===== src/rtl/oam_dma_pkg.sv =====
// Shared definitions for the OAM sprite DMA engine.
//   dma_state_t  : transfer sequencer states
//   DMA_REG_ADDR : CPU address whose write starts a transfer ($4014)
//   OAMDATA_ADDR : PPU register address targeted by each OAM write ($2004)
//   DMA_PAGE_BITS: width of the latched source page number
package oam_dma_pkg;

    typedef enum logic [2:0] {
        IDLE,
        HALT,
        ALIGN,
        READ,
        WRITE,
        DONE
    } dma_state_t;

    localparam logic [15:0] DMA_REG_ADDR     = 16'h4014;
    localparam logic [15:0] OAMDATA_ADDR     = 16'h2004;
    localparam int unsigned DMA_PAGE_BITS    = 8;
    localparam int unsigned XFER_LEN_DEFAULT = 256;

endpackage


===== src/rtl/oam_dma.sv =====
// CPU-side sprite DMA engine. A CPU write to DMA_REG_ADDR copies one
// 256-byte CPU page into PPU OAM by repeated writes to OAMDATA, stalling
// the CPU for 513 cycles (even parity at HALT) or 514 cycles (odd parity).
//
// Ports (all on clk, the CPU clock):
//   clk           CPU clock
//   reset         synchronous, active-high
//   cpu_addr      CPU address bus
//   cpu_data_out  CPU write data (source page number on a trigger)
//   cpu_write     CPU write strobe, meaningful only while stall=0
//   stall         holds the CPU; its bus outputs are ignored while high
//   dma_addr      source read address, holds its last value outside READ
//   dma_rd        source read request
//   dma_data_in   source read data, valid the cycle after dma_rd
//   oam_wr        one-cycle write strobe toward the PPU register port
//   oam_addr      OAMDATA_ADDR while oam_wr=1, else 0
//   oam_data      byte written to OAMDATA, holds the last byte otherwise
//   busy          transfer in progress
//   done          one-cycle pulse after the last OAM write
module oam_dma
    import oam_dma_pkg::*;
#(
    parameter logic [15:0] DMA_REG_ADDR = oam_dma_pkg::DMA_REG_ADDR,
    parameter logic [15:0] OAMDATA_ADDR = oam_dma_pkg::OAMDATA_ADDR,
    // Power of two, at most 256.
    parameter int unsigned XFER_LEN     = oam_dma_pkg::XFER_LEN_DEFAULT
) (
    input  logic        clk,
    input  logic        reset,
    input  logic [15:0] cpu_addr,
    input  logic [7:0]  cpu_data_out,
    input  logic        cpu_write,
    output logic        stall,
    output logic [15:0] dma_addr,
    output logic        dma_rd,
    input  logic [7:0]  dma_data_in,
    output logic        oam_wr,
    output logic [15:0] oam_addr,
    output logic [7:0]  oam_data,
    output logic        busy,
    output logic        done
);

    localparam logic [7:0] LAST_IDX = 8'(XFER_LEN - 1);

    dma_state_t               state_q,    state_d;
    logic                     parity_q;
    logic [DMA_PAGE_BITS-1:0] page_q,     page_d;
    logic [7:0]               idx_q,      idx_d;
    logic [15:0]              dma_addr_q, dma_addr_d;
    logic [7:0]               oam_data_q, oam_data_d;
    logic                     trigger;

    assign trigger = cpu_write && (cpu_addr == DMA_REG_ADDR);

    always_ff @(posedge clk) begin
        if (reset) begin
            state_q    <= IDLE;
            parity_q   <= 1'b0;
            page_q     <= '0;
            idx_q      <= '0;
            dma_addr_q <= '0;
            oam_data_q <= '0;
        end else begin
            state_q    <= state_d;
            parity_q   <= ~parity_q;
            page_q     <= page_d;
            idx_q      <= idx_d;
            dma_addr_q <= dma_addr_d;
            oam_data_q <= oam_data_d;
        end
    end

    always_comb begin
        state_d    = state_q;
        page_d     = page_q;
        idx_d      = idx_q;
        dma_addr_d = dma_addr_q;
        oam_data_d = oam_data_q;

        stall    = 1'b0;
        busy     = 1'b0;
        done     = 1'b0;
        dma_rd   = 1'b0;
        oam_wr   = 1'b0;
        oam_addr = '0;
        dma_addr = dma_addr_q;
        oam_data = oam_data_q;

        unique case (state_q)
            IDLE: begin
                if (trigger) begin
                    page_d  = cpu_data_out;
                    state_d = HALT;
                end
            end

            HALT: begin
                stall = 1'b1;
                busy  = 1'b1;
                // An odd cycle here costs one extra alignment cycle so that
                // reads land on the same phase as the CPU's own reads.
                state_d = parity_q ? ALIGN : READ;
            end

            ALIGN: begin
                stall   = 1'b1;
                busy    = 1'b1;
                state_d = READ;
            end

            READ: begin
                stall      = 1'b1;
                busy       = 1'b1;
                dma_rd     = 1'b1;
                dma_addr   = {page_q, idx_q};
                dma_addr_d = {page_q, idx_q};
                state_d    = WRITE;
            end

            WRITE: begin
                stall      = 1'b1;
                busy       = 1'b1;
                oam_wr     = 1'b1;
                oam_addr   = OAMDATA_ADDR;
                // Read data is forwarded straight through and also kept so
                // oam_data holds the last byte between writes.
                oam_data   = dma_data_in;
                oam_data_d = dma_data_in;
                if (idx_q == LAST_IDX) begin
                    state_d = DONE;
                end else begin
                    idx_d   = idx_q + 8'd1;
                    state_d = READ;
                end
            end

            DONE: begin
                done  = 1'b1;
                idx_d = '0;
                // CPU is released this cycle, so a fresh $4014 write is live.
                if (trigger) begin
                    page_d  = cpu_data_out;
                    state_d = HALT;
                end else begin
                    state_d = IDLE;
                end
            end

            default: state_d = IDLE;
        endcase
    end

endmodule


===== config.mk =====
export PLATFORM = sky130hd
export DESIGN_NAME = oam_dma
export DESIGN_NICKNAME = d
export VERILOG_FILES = /design/src/rtl/oam_dma_pkg.sv /design/src/rtl/oam_dma.sv
export SDC_FILE = /design/constraint.sdc
export NUM_CORES = 1
export LEC_CHECK = 0
export BUFFER_PORTS_ARGS = -buffer_cell sky130_fd_sc_hd__buf_2
export CORE_ASPECT_RATIO = 0.8
export CORE_MARGIN = 2
export CORE_UTILIZATION = 52
export CTS_CLUSTER_SIZE = 24
export DETAILED_ROUTE_END_ITERATION = 16
export PLACE_DENSITY_LB_ADDON = 0.05
export SLEW_MARGIN = 20
export SYNTH_ARGS = -nofsm -noshare
export SYNTH_HDL_FRONTEND = slang
export SYNTH_SLANG_ARGS = --single-unit

===== constraint.sdc =====
create_clock -name clk -period 5.1 [get_ports clk]
set_input_delay 1.02 -clock clk [delete_from_list [all_inputs] [get_ports clk]]
set_output_delay 1.02 -clock clk [all_outputs]
set_load 0.02 [all_outputs]

==> impl_metrics.csv <==
group,metric,value,unit
outcome,status,"finished, final reports clean",
critical_path,critPathArrivalTime,1.89,ns
detailed_routing,drt_iter0_markers,71,
die,start_util,54.4,%
power,finalPower,0.634,mW
detailed_routing,vias_per_cell,4.75,
logic_synthesis,syn_area_per_cell,9.97,µm²
finish,syn_to_final_growth,17.8,%
detailed_routing,vias,1535,
timing,tns,0,ns
finish,nets,303,
die,coreArea,3830,µm²
finish,nFillCells,336,
clock_network,cts_htree_levels,2,
timing,period_needed,2.91,ns
die,die_w,74.8,µm
critical_path,startpoint_type,"flop",
timing,tightest_slew,0.706,ns
timing,slew_headroom,52.9,%
clock_network,clk_pin_slew,0.08,ns
logic_synthesis,ys.flop_type,"dfxtp_1",
grt,grt_max_degree,48,
timing,drv_slew,0,
grt,first_global_vias,1389,
timing,setup_viol,0,
timing,rsz0062_at_grt,"no",
clock_network,clkSinkCount,44,
grt,gr-usage-all-layers,17.5,%
logic_synthesis,synth_top_area_share,42.3,%
logic_synthesis,seq_area_frac_synth,42.3,%
die,dieArea,4530,µm²
critical_path,path_cells,"nand3_2 > mux2_2 > buf_2",
critical_path,slowest_delay,0.52,ns
place,hpwl,2.55,mm
power,total_leakage_power,1.18,nW
clock_network,cts.path.max_buffers,2,
timing,timing.final.ws_setup,2.19,ns
finish,drive_gt1_share,38.1,%
logic_synthesis,synthTopCellsByArea,"dfxtp_1, mux2_2, nor2b_1",
power,pwr_density_cell,258,nW/µm²
flow_run,drv_cap,0,
logic_synthesis,synth_warnings,0,
critical_path,crit_type,"reg -> out",
logic_synthesis,yosys_register_bits,44,
die,die_h,60.6,µm
place,place_ws,2.33,ns
clock_network,post_cts_buffers,0,
grt,grt_pass1_wl,6.00,mm
logic_synthesis,synth-async-reset-ratio,0,%
timing,period_share,57.0,%
logic_synthesis,synth_area,2080,µm²
timing,max_freq,0.344,GHz
grt,antenna_found_initial,0,
clock_network,root_buffer,"clkbuf_8",
die,rows,20,
timing,finalHoldViolCount,0,
detailed_routing,wirelength,3.62,mm
detailed_routing,drc,0,
detailed_routing,ant_nets,0,
logic_synthesis,synth_cell_type_count,38,
detailed_routing,drt_first_pass_iters,4,
critical_path,cp-end-kind,"output port",
clock_network,hold_buffers,0,
grt,overflow,0,
clock_network,clkLatencyLatePin,0.29,ns
critical_path,cpMaxStageDelayCell,"dfxtp_1",
place,io_buffers,65,
critical_path,crit_fanout,18,
finish,antenna_cells,0,
power,vdd_drop_max,0.246,mV
logic_synthesis,yosys.area.top_type,"dfxtp_1",
clock_network,cts_tree,"yes",
logic_synthesis,synth_edf_count,0,
critical_path,crit_required,4.08,ns
clock_network,cts_resized,0,
timing,skew,0.00556,ns
clock_network,cts_buffers,5,
logic_synthesis,yosysMostFrequentCell,"dfxtp_1",
logic_synthesis,synthCells,209,
place,place_congestion,0.768,
logic_synthesis,synthTopCellsByCount,"dfxtp_1, mux2_2, nor2b_1, buf_4, nand2b_1",
die,ios,80,
timing,hold_ws,0.422,ns
detailed_routing,wl_per_cell,11.2,µm
worst_hold_path,hp-class,"reg -> reg",
worst paths after layout:
kind	from	to	slack (ns)	cells after the start
setup / recovery	state_q[0]	dma_addr[5]	2.19	3
hold / removal	parity_q	parity_q	0.42	1
setup reg to reg	state_q[1]	idx_q[5]	3.34	4
hold reg to reg	parity_q	parity_q	0.42	1
area by class of cell:
cell class	instances	area (µm²)	share of cell area [%]
Clock buffer	6	72.6	2.96
Sequential cell	44	881	35.9
Tap cell	55	68.8	2.80
Inverter	2	7.51	0.306
Multi-Input combinational cell	148	1060	43.1
Clock inverter	2	35.0	1.43
Timing Repair Buffer	66	333	13.6
stage by stage:
step	util, %	instances	cell area [µm²]
6_report	64.1	323	2450
4_1_cts	64.1	323	2450
3_3_place_gp	61.3	315	2350
5_1_grt	64.1	323	2450
3_5_place_dp	61.3	315	2350
2_1_floorplan	-	222	2130
routing by layer:
metal  up-vias  share of wire [%]  global-route usage (%)
met5         -                  0                       0
met4         0                1.1                    7.40
met3         5                7.3                    4.82
met2        58                 43                    28.2
met1       692                 48                    22.4
li1        780                  -                       -
state kept, by name, indices dropped and copies added, names as in the netlist:
register / flops
dma_addr_q: 16
idx_q: 8
oam_data_q: 8
page_q: 8
parity_q: 1
state_q: 3
power breakdown:
| group | internal [mW] | switching [mW] |
|---|---|---|
| clock network | 0.145 | 0.111 |
| registers | 0.344 | 0.000267 |
| logic | 0.0133 | 0.0198 |
| total | 0.502 | 0.131 |
critical path, delay by kind of cell, from the launching register on:
family / cells / cell delay (ns)
mux: 1 / 0.44
flops: 1 / 0.52
buf+inv: 1 / 0.16
simple gates: 1 / 0.47
cells in the final DEF (no fill, tap or decap), types with 2 or more instances in the layout:
cell	netlist	routed
buf_2	3	65
dfxtp_1	44	44
mux2_2	24	24
nor2b_1	24	24
nand2b_1	16	16
conb_1	1	14
nor2_1	13	13
mux2i_1	9	9
xor2_1	7	7
nand2_1	6	6
clkbuf_8	0	5
a21oi_1	4	4
or4_1	3	3
and3_1	3	3
inv_1	2	2
nor3b_2	2	2
or3_1	2	2
o2111ai_1	2	2
o211ai_1	2	2
kinds of logic after synthesis:
kind of cell | Yosys count | share of synthesized area [%]
AND/OR/NAND/NOR | 78 | 22.4
other | 1 | 0.180
adder cells (fa/ha/maj) | 1 | 0.600
buffers and inverters | 30 | 9.36
flip-flops | 44 | 42.3
XOR/XNOR | 8 | 3.36
AO/OA/AOI/OAI | 14 | 4.56
multiplexers | 33 | 17.3
(Power assumes the default switching activity.)
